$ cat src/rtl/nba_record_file.sv
// Array of DEPTH {foo, bar} records with two field-granular write ports,
// a registered read port and a sequenced bulk re-initialise walker.
module nba_record_file #(
  parameter int unsigned DEPTH    = 2,
  parameter int unsigned W        = 32,
  parameter logic [63:0] FOO_INIT = 64'd0,
  parameter logic [63:0] BAR_INIT = 64'd100,
  localparam int unsigned AW      = $clog2(DEPTH)
) (
  input  logic          clk,
  input  logic          rst,
  input  logic          wa_en,
  input  logic [AW-1:0] wa_idx,
  input  logic          wa_foo_en,
  input  logic          wa_bar_en,
  input  logic [W-1:0]  wa_foo,
  input  logic [W-1:0]  wa_bar,
  input  logic          wb_en,
  input  logic [AW-1:0] wb_idx,
  input  logic          wb_foo_en,
  input  logic          wb_bar_en,
  input  logic [W-1:0]  wb_foo,
  input  logic [W-1:0]  wb_bar,
  input  logic          rd_en,
  input  logic [AW-1:0] rd_idx,
  output logic          rd_valid,
  output logic [W-1:0]  rd_foo,
  output logic [W-1:0]  rd_bar,
  output logic          rd_err,
  input  logic          init_req,
  output logic          busy
);

  localparam logic [W-1:0]  FOO_INIT_W = FOO_INIT[W-1:0];
  localparam logic [W-1:0]  BAR_INIT_W = BAR_INIT[W-1:0];
  localparam logic [AW:0]   DEPTH_C    = (AW+1)'(DEPTH);
  localparam logic [AW-1:0] LAST_PTR   = AW'(DEPTH - 1);
  localparam logic [AW-1:0] PTR_ONE    = AW'(1);

  typedef enum logic [0:0] {
    ST_IDLE = 1'b0,
    ST_INIT = 1'b1
  } state_e;

  state_e        state_q, state_d;
  logic [AW-1:0] ptr_q, ptr_d;
  logic [W-1:0]  foo_q [DEPTH];
  logic [W-1:0]  foo_d [DEPTH];
  logic [W-1:0]  bar_q [DEPTH];
  logic [W-1:0]  bar_d [DEPTH];
  logic          rd_valid_q, rd_valid_d;
  logic          rd_err_q, rd_err_d;
  logic [W-1:0]  rd_foo_q, rd_foo_d;
  logic [W-1:0]  rd_bar_q, rd_bar_d;

  // Next-state: writes, read capture and re-init walker sequencing
  always_comb begin
    foo_d      = foo_q;
    bar_d      = bar_q;
    state_d    = state_q;
    ptr_d      = ptr_q;
    rd_valid_d = 1'b0;
    rd_err_d   = 1'b0;
    rd_foo_d   = {W{1'b0}};
    rd_bar_d   = {W{1'b0}};
    case (state_q)
      ST_IDLE: begin
        // Port B is applied after A so it wins a same-field collision;
        // out-of-range indices match no record and are dropped.
        for (int i = 0; i < DEPTH; i++) begin
          foo_d[i] = (wa_en && wa_foo_en && (wa_idx == AW'(i))) ? wa_foo : foo_d[i];
          bar_d[i] = (wa_en && wa_bar_en && (wa_idx == AW'(i))) ? wa_bar : bar_d[i];
          foo_d[i] = (wb_en && wb_foo_en && (wb_idx == AW'(i))) ? wb_foo : foo_d[i];
          bar_d[i] = (wb_en && wb_bar_en && (wb_idx == AW'(i))) ? wb_bar : bar_d[i];
          rd_foo_d = (rd_en && (rd_idx == AW'(i))) ? foo_q[i] : rd_foo_d;
          rd_bar_d = (rd_en && (rd_idx == AW'(i))) ? bar_q[i] : rd_bar_d;
        end
        rd_valid_d = rd_en;
        rd_err_d   = rd_en && ({1'b0, rd_idx} >= DEPTH_C);
        if (init_req) begin
          state_d = ST_INIT;
          ptr_d   = {AW{1'b0}};
        end else begin
          state_d = ST_IDLE;
        end
      end
      ST_INIT: begin
        for (int i = 0; i < DEPTH; i++) begin
          foo_d[i] = (ptr_q == AW'(i)) ? FOO_INIT_W : foo_d[i];
          bar_d[i] = (ptr_q == AW'(i)) ? BAR_INIT_W : bar_d[i];
        end
        if (ptr_q == LAST_PTR) begin
          state_d = ST_IDLE;
          ptr_d   = {AW{1'b0}};
        end else begin
          ptr_d   = ptr_q + PTR_ONE;
        end
      end
      default: begin
        state_d = ST_IDLE;
        ptr_d   = {AW{1'b0}};
      end
    endcase
  end

  // State registers; reset restores every record at once
  always_ff @(posedge clk) begin
    if (rst) begin
      for (int i = 0; i < DEPTH; i++) begin
        foo_q[i] <= FOO_INIT_W;
        bar_q[i] <= BAR_INIT_W;
      end
      state_q    <= ST_IDLE;
      ptr_q      <= {AW{1'b0}};
      rd_valid_q <= 1'b0;
      rd_err_q   <= 1'b0;
      rd_foo_q   <= {W{1'b0}};
      rd_bar_q   <= {W{1'b0}};
    end else begin
      foo_q      <= foo_d;
      bar_q      <= bar_d;
      state_q    <= state_d;
      ptr_q      <= ptr_d;
      rd_valid_q <= rd_valid_d;
      rd_err_q   <= rd_err_d;
      rd_foo_q   <= rd_foo_d;
      rd_bar_q   <= rd_bar_d;
    end
  end

  assign rd_valid = rd_valid_q;
  assign rd_err   = rd_err_q;
  assign rd_foo   = rd_foo_q;
  assign rd_bar   = rd_bar_q;
  assign busy     = (state_q == ST_INIT);

endmodule

$ cat config.mk
export PLATFORM = sky130hd
export DESIGN_NAME = nba_record_file
export DESIGN_NICKNAME = d
export VERILOG_FILES = /design/src/rtl/nba_record_file.sv
export SDC_FILE = /design/constraint.sdc
export NUM_CORES = 1
export LEC_CHECK = 0
export ABC_AREA = 1
export BUFFER_PORTS_ARGS = -buffer_cell sky130_fd_sc_hd__buf_2
export CORE_ASPECT_RATIO = 2
export CORE_MARGIN = 10
export CORE_UTILIZATION = 42
export CTS_CLUSTER_SIZE = 14
export DETAILED_ROUTE_END_ITERATION = 6
export PLACE_DENSITY = 0.65
export SYNTH_ARGS = -nofsm -noshare
export SYNTH_HDL_FRONTEND = slang
export SYNTH_SLANG_ARGS = --single-unit
$ cat constraint.sdc
create_clock -name clk -period 2.8 [get_ports clk]
set_input_delay 0.42 -clock clk [delete_from_list [all_inputs] [get_ports clk]]
set_output_delay 0.42 -clock clk [all_outputs]
set_load 0.02 [all_outputs]
==> results.md <==
* Outcome: completed
* Hold-fix buffers at CTS at 0
* Category of the most critical setup path: reg -> reg
* Met2 Track Usage GR at 0.353
* Multi-input logic area at 3750 µm²
* Top post-synthesis cells by count: nand2_1, dfxtp_1, nand3_1
* Crit start category: flip-flop
* Global Route met1 Usage at 0.211
* Nets at 1516
* Relative area change from synthesis to final layout at 20.2%
* Hold Path Class: in -> reg
* Clk slew on worst S/H paths at 70 ps
* CP Max Fanout at 25
* Ratio of cells with drive above 1 in the final layout at 0.193
* TritonCTS buffer count at 17
* Hold Path End: bar_q[28]
* GR met3 Demand/Resource at 0.0597
* Post-DR vias/cell at 5.11
* Overflow after GRT at 0
* Final Critical Period at 1950 ps
* Post-synthesis average cell area at 6.95 µm²
* Number of global-route vias before repair at 8312
* Highest achievable clock rate at 512 MHz
* Share of flip-flops with an asynchronous set or reset at 0
* Post-route DRC at 0
* Final number of max-transition violations at 0
* Post-synthesis sequential area ratio at 0.458
* R2R setup slack at 850 ps
* Fraction of synthesized cell area taken by the top area cell type at 0.458
* R2R cell count at 5
* Dominant cells by area after synthesis: dfxtp_1, nand2_1, nand3_1, a21oi_1, inv_1
* Yosys warning total at 0
* Worst-case headroom to the max-slew limit at 0.307
* Final routed wirelength across all metal layers at 26.5 mm
* First-pass GRT wire length at 43.0 mm
* Total of flip-flops plus latches after synthesis at 195
* Cell with the most instances after synthesis: nand2_1
* Synthesized net count at 1369
* Reg-to-Reg End: bar_q[40]
* HPWL after detailed placement at 17.6 mm
* Power density of the placed cells at 614 nW/µm²
* Largest vdd supply drop at 0.000379 V
* Library cell occupying the most area in the post-synthesis netlist: dfxtp_1
* Post-layout power at 6.29 mW
* Number of stages on the worst hold path at 3
* Instance count of the mapped netlist at 1228
* Overall fraction of global-route tracks in use at 0.199
* Endpoint class of the critical path: flip-flop
* Port buffer count at 206
* # fillers at 2072
* Number of levels the H-tree was split into at 4
* Data arrival at the endpoint of the critical path at 2270 ps
* Final period utilization at 0.697
* Slew of the pin with the lowest slew margin at 1040 ps
* Number of antenna violations at the first check in global routing at 3
* Synthesized cell area at 8530 µm²
* Maximum capacitance violations at 0
* Rows at 73
* Die Outline Area at 26800 µm²
* Required time worst endpoint at 3120 ps
* CTS root buf: clkbuf_16
* Layout Skew at 8.87 ps
* Clock insertion delay at the later pin of the skew report at 450 ps
* Unrepaired setup endpoints after global routing: no
* Worst setup path startpoint: busy
* Number of buffers inserted to repair setup after CTS at 0
* Weighted congestion reported at the end of routability-driven placement at 0.829
* Final hold viol count at 0
* Height of the die at 222 µm
* Num ports at 208
* Reg2Reg Launch Point: busy
* Highest-utilization routing layer at the global route stage: met2
* Main synth FF type: dfxtp_1
* Router iterations before antenna repair at 5
* Distinct cell type count after synthesis at 22
* Startpoint of the tightest hold check path: wb_bar[28]
* Count of instances resized after the clock tree is built at 0
* Post-synth EDFFs at 0
* Maximum number of pins on one net before global-route repair at 95
* Effective utilization at floorplan at 0.428
* Area of the core region at 19900 µm²
* Number of vias after detailed routing at 8441
* Number of failing setup endpoints in the final timing report at 0
* Flip-flop and latch area at 3900 µm²
* Number of sinks driven by the clock tree at 195
* Width of the die at 121 µm
* TritonCTS clock tree: done
* Final antenna-violating net count at 0
* Worst hold-check slack at 221 ps
* Violation count after the first detailed-route iteration at 496
* Total Negative Setup Slacks at 0 ps
* Average routed wire per standard cell at 16.0 µm
* Deepest clock path buffer count at 2
* Pleak at 4.82 nW
## worst max-delay path: stages, from the launching register on
cell,delay (ps)
dfxtp_1,350
inv_2,400
nand2_1,530
buf_4,380
nand4_1,90
o21ai_1,70
## stage by stage
step                worst slack (ps)  utilization  instance area, µm²  cells
global placement                 893        0.484                9640   1618
detailed placement               833        0.484                9640   1618
finish                           848        0.515               10300   1652
CTS                              846        0.515               10200   1650
floorplan                       1350            -                8530   1228
global route                     713        0.515               10300   1652
## flip-flops by register name, summed over array words and instances (netlist names)
signal,cells
rd_foo,32
busy,1
foo_q,64
ptr_q,1
rd_bar,32
bar_q,64
rd_valid,1
## cell families (layout without fill, tap and decap cells)
kind of cell | after synthesis | in the layout | synth area share
buffers and inverters | 215 | 375 | 0.105
and+or+nand+nor | 569 | 569 | 0.283
AOI/OAI and AO/OA | 248 | 248 | 0.154
DFF | 195 | 195 | 0.458
other | 1 | 3 | 0.000440
## routing by layer
layer  up-vias  wire length (µm)
met5         -                 0
met4         0               718
met3        47              1700
met2       257             13800
met1      3875             10200
li1       4262                 -
## layout by cell type, fill, tap and decap left out, types with 29 or more instances in the layout
| cell | netlist | layout |
|---|---|---|
| nand2_1 | 293 | 292 |
| buf_2 | 37 | 206 |
| dfxtp_1 | 195 | 195 |
| nand3_1 | 128 | 127 |
| inv_1 | 116 | 115 |
| nor2_1 | 107 | 107 |
| a21oi_1 | 98 | 97 |
| o21ai_1 | 80 | 80 |
| o21ai_0 | 40 | 40 |
| nand4_1 | 35 | 35 |
| o211ai_1 | 29 | 29 |
## how the worst max path moves through the flow
stage                     end  slack [ps]  cells past startpoint
floorplan            bar_q[6]        1350                      8
global placement    foo_q[27]         890                      6
detailed placement  foo_q[28]         830                      6
CTS                 bar_q[40]         850                      5
global route        bar_q[39]         710                      5
finish              bar_q[40]         850                      5
## where the power goes
group          leakage (nW)  internal, mW  total (mW)  switching (mW)
Combinational          2.94         0.262       0.794           0.531
Sequential             1.59          2.90        2.96          0.0603
Clock                 0.301          1.45        2.53            1.08
Total                  4.82          4.62        6.29            1.67
## layout make-up
| type | count | area share |
|---|---|---|
| flip-flops and latches | 195 | 0.381 |
| multi-input cells | 818 | 0.366 |
| repair buffers | 224 | 0.117 |
| clock buffers | 20 | 0.0445 |
| inverters | 119 | 0.0437 |
| well taps | 262 | 0.0320 |
| clock inverters | 12 | 0.0149 |
| diodes | 2 | 0.000488 |
No activity file was read; power rests on OpenSTA's default activity.
